--- src/rtl/loom_dpi_scheduler.sv ---
// loom_dpi_scheduler: serializes DPI calls from the bridge cells into the
// per-function DPI register file. One call is outstanding at a time;
// requesters are picked round-robin, the active call is tracked until its
// return handshake, and a watchdog flags calls that run past a host limit.
module loom_dpi_scheduler #(
    parameter int N_FUNCS   = 4,
    parameter int TIMEOUT_W = 16,
    parameter int CNT_W     = 32,
    localparam int IDX_W    = (N_FUNCS > 1) ? $clog2(N_FUNCS) : 1
) (
    input  logic                 clk_i,
    input  logic                 rst_ni,
    input  logic                 enable_i,
    input  logic [N_FUNCS-1:0]   req_valid_i,
    output logic [N_FUNCS-1:0]   req_ready_o,
    output logic [N_FUNCS-1:0]   fwd_valid_o,
    input  logic [N_FUNCS-1:0]   fwd_ready_i,
    input  logic [N_FUNCS-1:0]   ret_done_i,
    input  logic [TIMEOUT_W-1:0] timeout_lim_i,
    input  logic                 timeout_clr_i,
    output logic                 busy_o,
    output logic                 active_valid_o,
    output logic [IDX_W-1:0]     active_idx_o,
    output logic                 irq_o,
    output logic                 timeout_o,
    output logic [CNT_W-1:0]     call_count_o
);

    typedef enum logic [1:0] {
        S_IDLE,
        S_ISSUE,
        S_WAIT
    } state_t;

    state_t               state_q, state_d;
    logic [IDX_W-1:0]     idx_q, idx_d;
    logic [IDX_W-1:0]     rr_ptr_q;
    logic [TIMEOUT_W-1:0] wd_cnt_q;
    logic                 irq_q;
    logic                 timeout_q;
    logic [CNT_W-1:0]     count_q;

    logic [N_FUNCS-1:0]   high_req;
    logic [N_FUNCS-1:0]   pick_vec;
    logic [IDX_W-1:0]     sel_idx;
    logic                 handshake;
    logic                 ret_sel;
    logic                 timeout_set;

    // Round-robin pick: prefer requesters at or above rr_ptr, else wrap to the lowest.
    always_comb begin
        // NOTE: every variable gets a value before any branch so no latch is inferred.
        high_req = '0;
        sel_idx  = '0;
        for (int i = 0; i < N_FUNCS; i++) begin
            high_req[i] = req_valid_i[i] && (i >= int'(rr_ptr_q));
        end
        pick_vec = (|high_req) ? high_req : req_valid_i;
        for (int i = N_FUNCS - 1; i >= 0; i--) begin
            if (pick_vec[i]) begin
                sel_idx = IDX_W'(i);
            end
        end
    end

    assign ret_sel     = ret_done_i[idx_q] && (state_q == S_WAIT);
    assign timeout_set = (state_q == S_WAIT) && (timeout_lim_i != '0) &&
                         (wd_cnt_q == timeout_lim_i);

    // Next-state logic plus the combinational call/ready forwarding in ISSUE.
    always_comb begin
        state_d     = state_q;
        idx_d       = idx_q;
        fwd_valid_o = '0;
        req_ready_o = '0;
        handshake   = 1'b0;
        unique case (state_q)
            S_IDLE: begin
                if (enable_i && (|req_valid_i)) begin
                    idx_d   = sel_idx;
                    state_d = S_ISSUE;
                end
            end
            S_ISSUE: begin
                fwd_valid_o[idx_q] = req_valid_i[idx_q];
                req_ready_o[idx_q] = fwd_ready_i[idx_q];
                if (!req_valid_i[idx_q]) begin
                    state_d = S_IDLE;
                end else if (fwd_ready_i[idx_q]) begin
                    handshake = 1'b1;
                    state_d   = S_WAIT;
                end
            end
            S_WAIT: begin
                if (ret_sel) begin
                    state_d = S_IDLE;
                end
            end
            default: state_d = S_IDLE;
        endcase
    end

    // FSM state and granted index.
    always_ff @(posedge clk_i or negedge rst_ni) begin
        if (!rst_ni) begin
            // NOTE: sequential state uses non-blocking assignments so all flops update together.
            state_q <= S_IDLE;
            idx_q   <= '0;
        end else begin
            state_q <= state_d;
            idx_q   <= idx_d;
        end
    end

    // Round-robin pointer advances past a function only once its call completes.
    always_ff @(posedge clk_i or negedge rst_ni) begin
        if (!rst_ni) begin
            rr_ptr_q <= '0;
        end else if (ret_sel) begin
            rr_ptr_q <= (idx_q == IDX_W'(N_FUNCS - 1)) ? '0 : idx_q + 1'b1;
        end
    end

    // Watchdog: cleared on issue, saturating count while waiting for the return.
    always_ff @(posedge clk_i or negedge rst_ni) begin
        if (!rst_ni) begin
            wd_cnt_q <= '0;
        end else if (handshake) begin
            wd_cnt_q <= '0;
        end else if (state_q == S_WAIT && wd_cnt_q != '1) begin
            wd_cnt_q <= wd_cnt_q + 1'b1;
        end
    end

    // Sticky timeout flag; a set in the same cycle as a clear takes priority.
    always_ff @(posedge clk_i or negedge rst_ni) begin
        if (!rst_ni) begin
            timeout_q <= 1'b0;
        end else if (timeout_set) begin
            timeout_q <= 1'b1;
        end else if (timeout_clr_i) begin
            timeout_q <= 1'b0;
        end
    end

    // Issue interrupt pulse and completed-call counter.
    always_ff @(posedge clk_i or negedge rst_ni) begin
        if (!rst_ni) begin
            irq_q   <= 1'b0;
            count_q <= '0;
        end else begin
            irq_q <= handshake;
            if (ret_sel) begin
                count_q <= count_q + 1'b1;
            end
        end
    end

    assign busy_o         = (state_q != S_IDLE);
    assign active_valid_o = (state_q != S_IDLE);
    assign active_idx_o   = idx_q;
    assign irq_o          = irq_q;
    assign timeout_o      = timeout_q;
    assign call_count_o   = count_q;

endmodule
--- config.mk ---
export PLATFORM = sky130hd
export DESIGN_NAME = loom_dpi_scheduler
export DESIGN_NICKNAME = d
export VERILOG_FILES = /design/src/rtl/loom_dpi_scheduler.sv
export SDC_FILE = /design/constraint.sdc
export NUM_CORES = 1
export LEC_CHECK = 0
export CAP_MARGIN = 20
export CORE_MARGIN = 5
export CORE_UTILIZATION = 34
export DETAILED_ROUTE_END_ITERATION = 7
export GPL_ROUTABILITY_DRIVEN = 0
export PLACE_DENSITY_LB_ADDON = 0.08
export SLEW_MARGIN = 20
export SYNTH_ARGS = -nofsm -noshare
export SYNTH_HDL_FRONTEND = slang
export SYNTH_SLANG_ARGS = --single-unit
--- constraint.sdc ---
create_clock -name clk_i -period 3 [get_ports clk_i]
set_clock_uncertainty 0.1 [all_clocks]
set_input_delay 0.45 -clock clk_i [delete_from_list [all_inputs] [get_ports clk_i]]
set_output_delay 0.45 -clock clk_i [all_outputs]
set_load 0.005 [all_outputs]
## Word-level counts from Yosys, hierarchy flattened

Index checks and enable logic that the tools add are counted.

| storage, ports and cells | value |
|---|---|
| flip-flop bits (word level) | 56 |
| bits of input ports | 32 |
| output and inout port bits | 46 |

| cells by class | value |
|---|---|
| $add $sub $neg | 3 |
| magnitude comparators | 5 |
| eq/ne operators | 8 |
| multiplexer cells | 28 |
| bitwise gates (word level) | 2 |
| reduce and logical (&&, ||, !) cells | 18 |

Operators by type and width:

| cell | count |
|---|---|
| adder 32 x 1 -> 32 bit (second input constant) | 1 |
| two-way mux 16 bit | 2 |
| two-way mux 2 bit | 9 |
| adder 16 x 1 -> 16 bit (second input constant) | 1 |
| equality test 16 bit | 1 |
| inequality test 16 bit (second input constant) | 1 |
| nonzero test 16 bit | 1 |
| logical AND 1 bit | 9 |
| two-way mux 1 bit | 9 |
| AND 4 bit | 2 |
| two-way mux 4 bit | 2 |
| OR reduction 4 bit | 2 |
| binary-select mux 1 bit (select 2 bit) | 3 |
| case mux 2 bit (3 select lines) | 1 |
| nonzero test 2 bit | 3 |
| equality test 2 bit (second input constant) | 2 |
| greater-or-equal comparator 1 x 2 -> 1 bit (first input constant) | 2 |
| inequality test 2 bit (second input constant) | 2 |
| < comparator 2 x 3 -> 1 bit (second input constant) | 1 |
| two-way mux 3 bit | 1 |
| inequality test 3 bit (second input constant) | 1 |
| AND reduction 3 bit | 1 |
| adder 2 x 1 -> 2 bit (second input constant) | 1 |
| demux 1 bit (select 2 bit) | 1 |
| 5 further kinds | 5 |

## Longest topological paths before layout

Gate-level depths: netlist of the first run.

| depth | value |
|---|---|
| depth after elaboration | 7 |
| gate-level depth with buffers | 8 |

## Least setup slack after synthesis of the first run

Ideal clock, no wire load.

| timing | value |
|---|---|
| path type | register -> register |
| from | register idx_q[0] (netlist: active_idx_o[0]) |
| to | register count_q[15] (netlist: call_count_o[15]) |
| setup time | 0.126 ns |
| data arrival time | 1.999 ns |
| required time | 2.774 ns |
| setup slack | 0.775 ns |
| cell stages (with the launch flop) | 8 |
| buffers on the path | 2 |
| clock period less this slack | 2.225 ns |
| cell sequence | dfrtp_1 mux4_2 and4_1 buf_6 and4_4 buf_6 and3_4 xor2_2 |

| on the way | value |
|---|---|
| cells in the longest elaborated chain, start to end | 3 |

RTL lines:

| what | RTL line | text |
|---|---|---|
| from (decl) | 36 | `logic [IDX_W-1:0] idx_q, idx_d;` |
| from (signal assigned) | 111 | `idx_q <= idx_d;` |
| binary-select mux 1 bit (select 2 bit) | 66 | `assign ret_sel = ret_done_i[idx_q] && (state_q == S_WAIT);` |
| two-way mux 1 bit (not written as such) | 66 |  |
| logical AND 1 bit | 66 |  |
| to (signal assigned) | 154 | `count_q <= count_q + 1'b1;` |
| to (decl) | 41 | `logic [CNT_W-1:0] count_q;` |

No other way between the ends. The select of a mux whose other input is x is not followed.
A chain may end at the register's enable or synchronous reset.

## Worst setup path after layout of the first run

| timing | value |
|---|---|
| from | input req_valid_i[3] |
| to | output fwd_valid_o[0] |

| on the way | value |
|---|---|
| cells in the longest elaborated chain, start to end | 4 |

RTL lines:

| what | RTL line | text |
|---|---|---|
| from (decl) | 14 | `input logic [N_FUNCS-1:0] req_valid_i,` |
| binary-select mux 1 bit (select 2 bit) | 85 | `fwd_valid_o[idx_q] = req_valid_i[idx_q];` |
| two-way mux 1 bit (not written as such) | 85 |  |
| AND 4 bit (no line) | - |  |
| two-way mux 4 bit | 77 | `unique case (state_q)` |
| to (decl) | 16 | `output logic [N_FUNCS-1:0] fwd_valid_o,` |

No other way between the ends. The select of a mux whose other input is x is not followed.

==> out/metrics.sh, run 1 <==
STATUS='complete, no violations'
SWITCHING_POWER_uW=796
CTS_MAX_LEVEL=2
NUMBER_OF_GLOBAL_ROUTE_VIAS_BEFORE_REPAIR=2532
SEQ_AREA_FRAC_SYNTH_PCT=45.2
POST_SYNTH_EDFFS=0
CTS_MADE_BUFFERS=5
FP.DIEW_UM=106
INITIAL_CORE_UTILIZATION_PCT=35.2
CTS_HOLD_BUFFERS=0
POSTSYNTH.TOPFLOPCELL='dfrtp_1'
PINS_OVER_SLEW_LIMIT=0
CHIPHEIGHT_UM=106
WORSTPATHMAXFANOUT=6
SYNTHTOLAYOUTAREAGROWTH_PCT=31.5
SWITCHING_SHARE_PCT=35.1
SHARE_CLK_OF_TOTAL_POWER_PCT=18.7
GLOBAL_ROUTE_WIRE_LENGTH_BEFORE_REPAIR_UM=12700
SYNTH.FF_LATCH_COUNT=56
SITE_ROWS=34
GRT_START_MAX_NET_PINS=30
FINAL_HOLD_VIOLATION_COUNT=0
POST_CTS_RESIZED=0
REMAINING_ANTENNA_VIOLATION_COUNT_AFTER_ROUTING=0
CTS.CLK_SLEW.WORST_PATHS_NS=0.10
ANTENNA_FOUND_INITIAL=0
COMB_POWER_SHARE_PCT=33.2
FINAL_CORE_UTILIZATION_PCT=46.3
TIMING.REG2REG.WORST_PATH_DEPTH=6
CTS_ROOT_BUFFER='clkbuf_8'
SETUP_BUFS_POST_CTS=0
FIN_NETS=423
SYN_AREA_SQ_MM=0.00310
FLOORPLAN.DIE_AREA_SQ_MM=0.0111
TRITONCTS='yes'
PORT_BUFFERS=77
WORST_SLEW_PIN_SLEW_NS=0.666
NETLIST-CELL-TYPE-COUNT=44
TIMING.SETUP.TNS_NS=0
MAX-CLOCK-PATH-BUFFERS=2
WORST_SETUP_END_KIND='primary output'
POWER_DENSITY_mW_PER_MM2=556
IR_DROP_mV=0.315
SETUP_VIOL_COUNT_FINAL=0
SETUP_REPAIR_AFTER_GLOBAL_ROUTING_MISSED_ITS_MARGIN='false'
POST-DP-HPWL_UM=5800
WORST_EP_ARRIVAL_TIME_NS=2.32
POST_ROUTE_CELLS_DRIVE_ABOVE_1_SHARE_PCT=6.22
GRT_USAGE_PCT=13.7
MIN_PATH_TYPE='input port to async pin'
FINAL_CELL_AREA_SQ_MM=0.00408
TIMING.REG2REG.SETUP_SLACK_NS=0.69
ROUTED_VIA_COUNT_DIVIDED_BY_CELL_COUNT=5.00
CRITICAL_PATH_CLASS='input port to primary output'
ROUTED_VIAS=2468
CLOCK_LATENCY_NS=0.30
GLOBALROUTE.TOTALOVERFLOW=0
TIMING.RR.END='call_count_o[15]'
SYNTH_CELLS=306
TIMING.FINAL.CRIT_SHARE_PCT=95.8
P_LEAK_uW=0.00171
DETAILED_ROUTER_ITERATION_COUNT_BEFORE_ANTENNA_REPAIR=4
SYNTH_AREA_PER_CELL_SQ_UM=10.1
POWER_REPORT.INTERNAL_TOTAL_uW=1470
ROUTED_WIRELENGTH_UM=7480
NUMCLOCKSINKS=56
SHARE_SEQ_OF_TOTAL_POWER_PCT=48.1
CORE_REGION_AREA_SQ_MM=0.00881
WORSTSETUPSTARTPOINTTYPE='input port'
IO_PINS=78
YS.WARNINGS.COUNT=0
TIMING.MAX_SLEW.REL_SLACK_PCT=55.6
CLOCK.FMAX_MHz=348
CAP_VIOLATIONS=0
ANTENNA_CELLS_INSERTED=0
SYNTHARSTFLOPSHARE_PCT=100
MAPPEDNETLISTNETS=344
MIN_PERIOD_NS=2.87
POST-ROUTE-DRC-COUNT=0
REGTOREGSTARTPOINT='active_idx_o[0]'
DRT_FIRST_ITER_VIOLATIONS=57
PLACEMENT.CELL_AREA_SQ_MM=0.00399
CRITPATHREQUIREDTIME_NS=2.45
FINALHOLDWORSTSLACK_NS=0.0625
AVERAGE_ROUTED_WIRE_PER_STANDARD_CELL_UM=15.1
## stage by stage
| stage | std cells | worst slack [ns] | total power [uW] |
|---|---|---|---|
| floorplan | 306 | 0.775 | 1500 |
| global placement | 486 | 0.169 | 1870 |
| detailed placement | 486 | 0.127 | 1870 |
| CTS | 494 | 0.119 | 2310 |
| global route | 494 | 0.0598 | 2440 |
| finish | 494 | 0.126 | 2270 |
## Yosys cell counts (all sizes together), types with 10 or more instances
cell	instances	area, sq um
xnor2	36	315
and2	12	76.3
dfrtp	56	1400
nand4	17	106
xor2	20	183
nand2	28	105
nand3	18	90.1
inv	10	37.5
nor3	12	60.1
nor2	17	63.8
nor4	13	87.6
## layout by cell type, fill, tap and decap left out, drive strengths merged, types with 6 or more instances in the layout
cell type      count
nor3              12
ha                 6
and4               6
clkdlybuf4s50     76
nand3             18
nand4             17
nor4              13
xor2              20
nand2             28
nor2              17
dfrtp             56
xnor2             36
inv               11
buf                6
and2              12
## flip-flops by register name, summed over array words and instances (netlist names)
signal / flops
state_q: 2
timeout_o: 1
call_count_o: 32
rr_ptr_q: 2
wd_cnt_q: 16
irq_o: 1
active_idx_o: 2
## area by class of cell
class                      count  area [sq um]
multi-input combinational    230          1600
tap                          108           135
timing repair buffer          82           816
inverter                      10          37.5
sequential                    56          1400
clock buffer                   5          68.8
fill                         884          4730
clock inverter                 3          22.5
## critical path: stages
cell and delay, ns:
clkdlybuf4s50_1 0.49, mux4_1 0.50, and3b_1 0.25, and2_1 0.18, clkdlybuf4s50_1 0.44
## cells by family after synthesis
logic type	synth area share (%)
and+or+nand+nor	24.2
xor gates and xnor gates	16.0
DFF	45.2
AOI/OAI and AO/OA	3.99
buffers and inverters	3.35
muxes	4.80
adders and majority gates	2.42
## worst max path at each step
stage	cells past startpoint	from	endpoint	slack (ns)
after floorplan	7	active_idx_o[0]	call_count_o[15]	0.78
after global placement	5	req_valid_i[3]	fwd_valid_o[0]	0.17
after detailed placement	5	req_valid_i[3]	fwd_valid_o[0]	0.13
after CTS	5	req_valid_i[3]	fwd_valid_o[0]	0.12
after global routing	5	req_valid_i[3]	fwd_valid_o[0]	0.06
final	5	req_valid_i[3]	fwd_valid_o[0]	0.13
## routing by layer
metal	part of all wire [%]	GRT usage, %	routed length [um]	vias to the layer above
li1	-	-	-	1232
met1	49	19.3	3670	1178
met3	4.6	3.42	347	2
met2	46	21.9	3430	56
met5	0	0	0	-
met4	0.39	1.94	29	0
## power by group through the flow
stage / logic (uW) / registers [uW] / clock network [uW]
6_report: 753 / 1090 / 424
5_1_grt: 839 / 1120 / 477
4_1_cts: 768 / 1100 / 442
3_5_place_dp: 761 / 1110 / 0
3_3_place_gp: 757 / 1110 / 0
2_1_floorplan: 458 / 1050 / 0
Power figures use the tool's default switching activity.
==> run 2: changes to the inputs <==
Settings changed: SLEW_MARGIN 20 to unset.
==> results of run 2 <==
Final layout, timing and power as in run 1 (identical DEF).
==> patch 1 (config.mk and constraints of run 1) <==
Make the reset (`rst_ni`) synchronous in 5 clocked blocks.
--- a/src/rtl/loom_dpi_scheduler.sv
+++ b/src/rtl/loom_dpi_scheduler.sv
@@ -103,3 +103,3 @@
     // FSM state and granted index.
-    always_ff @(posedge clk_i or negedge rst_ni) begin
+    always_ff @(posedge clk_i) begin
         if (!rst_ni) begin
@@ -115,3 +115,3 @@
     // Round-robin pointer advances past a function only once its call completes.
-    always_ff @(posedge clk_i or negedge rst_ni) begin
+    always_ff @(posedge clk_i) begin
         if (!rst_ni) begin
@@ -124,3 +124,3 @@
     // Watchdog: cleared on issue, saturating count while waiting for the return.
-    always_ff @(posedge clk_i or negedge rst_ni) begin
+    always_ff @(posedge clk_i) begin
         if (!rst_ni) begin
@@ -135,3 +135,3 @@
     // Sticky timeout flag; a set in the same cycle as a clear takes priority.
-    always_ff @(posedge clk_i or negedge rst_ni) begin
+    always_ff @(posedge clk_i) begin
         if (!rst_ni) begin
@@ -146,3 +146,3 @@
     // Issue interrupt pulse and completed-call counter.
-    always_ff @(posedge clk_i or negedge rst_ni) begin
+    always_ff @(posedge clk_i) begin
         if (!rst_ni) begin
Function: differs if rst_ni is asserted again (counterexample within 4 cycles, from zero or initial values and one cycle with rst_ni low); with rst_ni held inactive, the same outputs for 10 cycles.
==> patch 1 against run 1 <==
  * Sequential cell count is the same
  * Final area shrank 1.3%
  * Register-to-register slack gained 0.08 ns
  * First-iteration DRC count grew 3.5%
  * Global-route usage shrank 0.53 points
  * Synthesized area shrank 3.0%
  * Non-clock buffer count grew 3
  * Setup slack gained 0.043 ns
  * Wire length shrank 3.4%
Power is not compared: it rests on default switching activity, and its combinational part moved more than twofold at a synthesized area within 25%.
==> patch 1: results (changes against run 1) <==
.. list-table::
   :header-rows: 1

   * - Metric
     - Value
   * - Slowest library cell on the worst path
     - sky130_fd_sc_hd__mux4_2
   * - Worst Hold Class
     - reg2reg
   * - Routed length on met2
     - 3568 microns (+4.1%)
   * - Cell area after layout
     - 0.004024 sq mm (-1.3%)
   * - Fraction of standard cell area in multi-input logic
     - 44.53% (+5.4 points)
   * - Total wire length
     - 7224 microns (-3.4%)
   * - Via total after detailed routing
     - 2719 (+10%)
   * - Worst reg2reg startpoint
     - active_idx_o[0]
   * - Post-detailed-route via-to-cell ratio
     - 4.980 (-0.32%)
   * - Share of the final layout cell area in sequential cells
     - 27.86% (-6.5 points)
   * - Number of buffers other than clock buffers in the final layout
     - 85 (+3.7%)
   * - Clock network area share
     - 2.674% (+0.43 points)
   * - Instance count after placement with tap cells included
     - 538 (+11%)
   * - Total global routing track utilization
     - 13.19% (-0.53 points)
   * - Worst R2R End
     - wd_cnt_q[15]
   * - Sequential area share after synthesis
     - 37.24% (-7.9 points)
   * - Setup repair bufs after CTS
     - 0 (unchanged)
   * - Global-route wire length before repair
     - 12330 microns (-3.0%)
   * - Synth cell types
     - 45 (+2.3%)
   * - Fraction of final layout cells sized beyond drive strength 1
     - 5.936% (-0.28 points)
   * - Hpwl dp
     - 5693 microns (-1.9%)
   * - Top area cells in the synthesized netlist
     - sky130_fd_sc_hd__dfxtp_1, sky130_fd_sc_hd__xor2_1, sky130_fd_sc_hd__xnor2_1
   * - Synth cell count leaders
     - sky130_fd_sc_hd__dfxtp_1, sky130_fd_sc_hd__nor2_1, sky130_fd_sc_hd__xor2_1
   * - R2r setup slk
     - 0.77 ns (+0.08 ns)
   * - Drt first pass iters
     - 5 (+1)
   * - Final non-clock buffer share
     - 20.65% (+0.65 points)
   * - Yosys warnings
     - 0 (unchanged)
   * - Metal1 wirelength
     - 3286 microns (-11%)
   * - Result of the run
     - finished clean
   * - Cell area reported after detailed placement
     - 0.003916 sq mm (-1.8%)
   * - Number of sequential storage elements
     - 56 (unchanged)
   * - Number of cell instances on the worst register-to-register path
     - 5 (-1)
   * - Max Fclk
     - 0.3532 GHz (+1.5%)
   * - Count of fill cells added during filler insertion
     - 890 (+0.68%)
   * - Async set-or-reset flop fraction in the synthesized netlist
     - 0% (-100 points)
   * - Multi-input logic cell count
     - 279 (+21%)
   * - CP endpoint
     - fwd_valid_o[2]
   * - Via count of the first global-routing pass
     - 2572 (+1.6%)
   * - Met3 wire length
     - 312 microns (-10%)
   * - Post-synthesis average cell area
     - 8.432 sq um (-17%)
   * - Slew HR
     - 61.56% (+6.0 points)
   * - Largest net degree at the start of global routing
     - 19 (-37%)
[patch 1: report_power, final]
| group | leakage [nW] | switching, W | total (W) | internal, W |
|---|---|---|---|---|
| Sequential | 0.452 | 0.0000102 | 0.000759 | 0.000749 |
| Combinational | 0.905 | 0.0000633 | 0.000150 | 0.0000871 |
| Clock | 0.0552 | 0.000234 | 0.000483 | 0.000248 |
[patch 1: kinds of logic (layout without fill, tap and decap cells)]
| kind of cell | Yosys count | count (layout) | synth area share [%] |
|---|---|---|---|
| AOI/OAI and AO/OA | 31 | 31 | 6.110 |
| and+or+nand+nor | 185 | 185 | 32.83 |
| DFF | 56 | 56 | 37.24 |
| xor gates and xnor gates | 51 | 51 | 14.84 |
| adders and majority gates | 6 | 6 | 2.494 |
| buffers and inverters | 22 | 103 | 3.242 |
| muxes | 6 | 6 | 3.242 |
[patch 1: metal layers]
layer	up-vias	track usage [%]
met3	7	3.104
met1	1249	16.56
li1	1404	-
met2	59	22.72
met4	0	3.238
met5	-	0
==> patch 2 (config.mk and constraints of run 1) <==
Without the edit above. `CNT_W`: 32 -> 24.
--- a/src/rtl/loom_dpi_scheduler.sv
+++ b/src/rtl/loom_dpi_scheduler.sv
@@ -7,3 +7,3 @@
     parameter int TIMEOUT_W = 16,
-    parameter int CNT_W     = 32,
+    parameter int CNT_W     = 24,
     localparam int IDX_W    = (N_FUNCS > 1) ? $clog2(N_FUNCS) : 1
Interface: changed (resized call_count_o); port bits go from 78 to 70. No check against the original RTL was run, so the function may have changed too.
==> patch 2 against run 1 <==
  * Wire length shrank 15%
  * Final area shrank 11%
  * Power shrank 4.0%
  * Worst hold slack lost 0.055 ns
  * Synthesized area shrank 13%
  * Sequential power shrank 10%
  * Non-clock buffer count shrank 11
  * Sequential cell count shrank 8
  * Clock power grew 16%
  * Setup slack gained 0.048 ns
  * Largest cell class unchanged
==> patch 2: results (changes against run 1) <==
.. list-table::
   :header-rows: 1

   * - Metric
     - Value
   * - Worst R2R End
     - wd_cnt_q[15]
   * - Utilization of the core after routing
     - 46.84% (+0.52 points)
   * - Final routed wire length divided by cell count
     - 14.44 microns (-4.6%)
   * - Final non-clock buffer share
     - 19.36% (-0.64 points)
   * - Hpwl dp
     - 4881 microns (-16%)
   * - Worst-path maximum fanout
     - 8 (+2)
   * - Met2 routing resource usage after global routing
     - 21.13% (-0.82 points)
   * - Count of fill cells added during filler insertion
     - 750 (-15%)
   * - Delay contributed by the slowest stage of the critical path
     - 0.63 ns (+0.13 ns)
   * - Total wire length
     - 6354 microns (-15%)
   * - Fraction of final layout cells sized beyond drive strength 1
     - 7.396% (+1.2 points)
   * - Instance count after placement with tap cells included
     - 432 (-11%)
   * - Launch point of the worst path
     - active_idx_o[0]
   * - CP endpoint
     - req_ready_o[2]
   * - Routing usage on met1
     - 17.64% (-1.7 points)
   * - Synth cell count leaders
     - sky130_fd_sc_hd__dfrtp_1, sky130_fd_sc_hd__xnor2_1, sky130_fd_sc_hd__nor2_1, sky130_fd_sc_hd__xor2_1, sky130_fd_sc_hd__nand2_1
   * - Leakage
     - 1.514 nW (-11%)
   * - Cell area reported after detailed placement
     - 0.003500 sq mm (-12%)
   * - Post-detailed-route via-to-cell ratio
     - 4.834 (-3.2%)
   * - Number of flip-flops in the largest register
     - 24 (-25%)
   * - Number of buffers other than clock buffers in the final layout
     - 71 (-13%)
   * - Total global routing track utilization
     - 13.16% (-0.55 points)
   * - Number of nets in the finished design
     - 375 (-11%)
   * - Result of the run
     - finished clean
   * - Inverter count
     - 9 (-1)
   * - Synth cell types
     - 42 (-4.5%)
   * - Multi-input logic cell count
     - 202 (-12%)
   * - Slew HR
     - 53.34% (-2.2 points)
   * - Worst endpoint data arrival time
     - 2.28 ns (-0.04 ns)
   * - Max rail drop VDD
     - 379.2 uV (+20%)
   * - Delay-heaviest family, CP
     - multiplexers
   * - Psw
     - 0.0007455 W (-6.3%)
   * - Number of clock sinks
     - 48 (-14%)
-- patch 2: changes by cell type in the layout (fill, tap and decap cells not counted), moves of 5 or more --
cell	change
sky130_fd_sc_hd__nand2_1	-10
sky130_fd_sc_hd__clkdlybuf4s50_1	-8
sky130_fd_sc_hd__dfrtp_1	-8
sky130_fd_sc_hd__nor3_1	-6
sky130_fd_sc_hd__xnor2_1	-6
sky130_fd_sc_hd__nand3_1	-5
-- patch 2: power groups by stage --
stage                     clock [W]  combinational (W)  sequential, W
final                      0.000490           0.000710       0.000979
after global routing       0.000529           0.000804        0.00101
after CTS                  0.000502           0.000722       0.000981
after detailed placement          0           0.000715       0.000994
after global placement            0           0.000714       0.000995
after floorplan                   0           0.000452       0.000929
-- patch 2: cells by family after synthesis --
kind of cell	count (synthesis)	synth area share, %
adder cells (fa/ha/maj)	6	2.773
buffers and inverters	14	2.588
XOR/XNOR	51	16.50
flip-flops	48	44.36
AND/OR/NAND/NOR	119	24.91
multiplexers	9	4.991
AO/OA/AOI/OAI	17	3.882
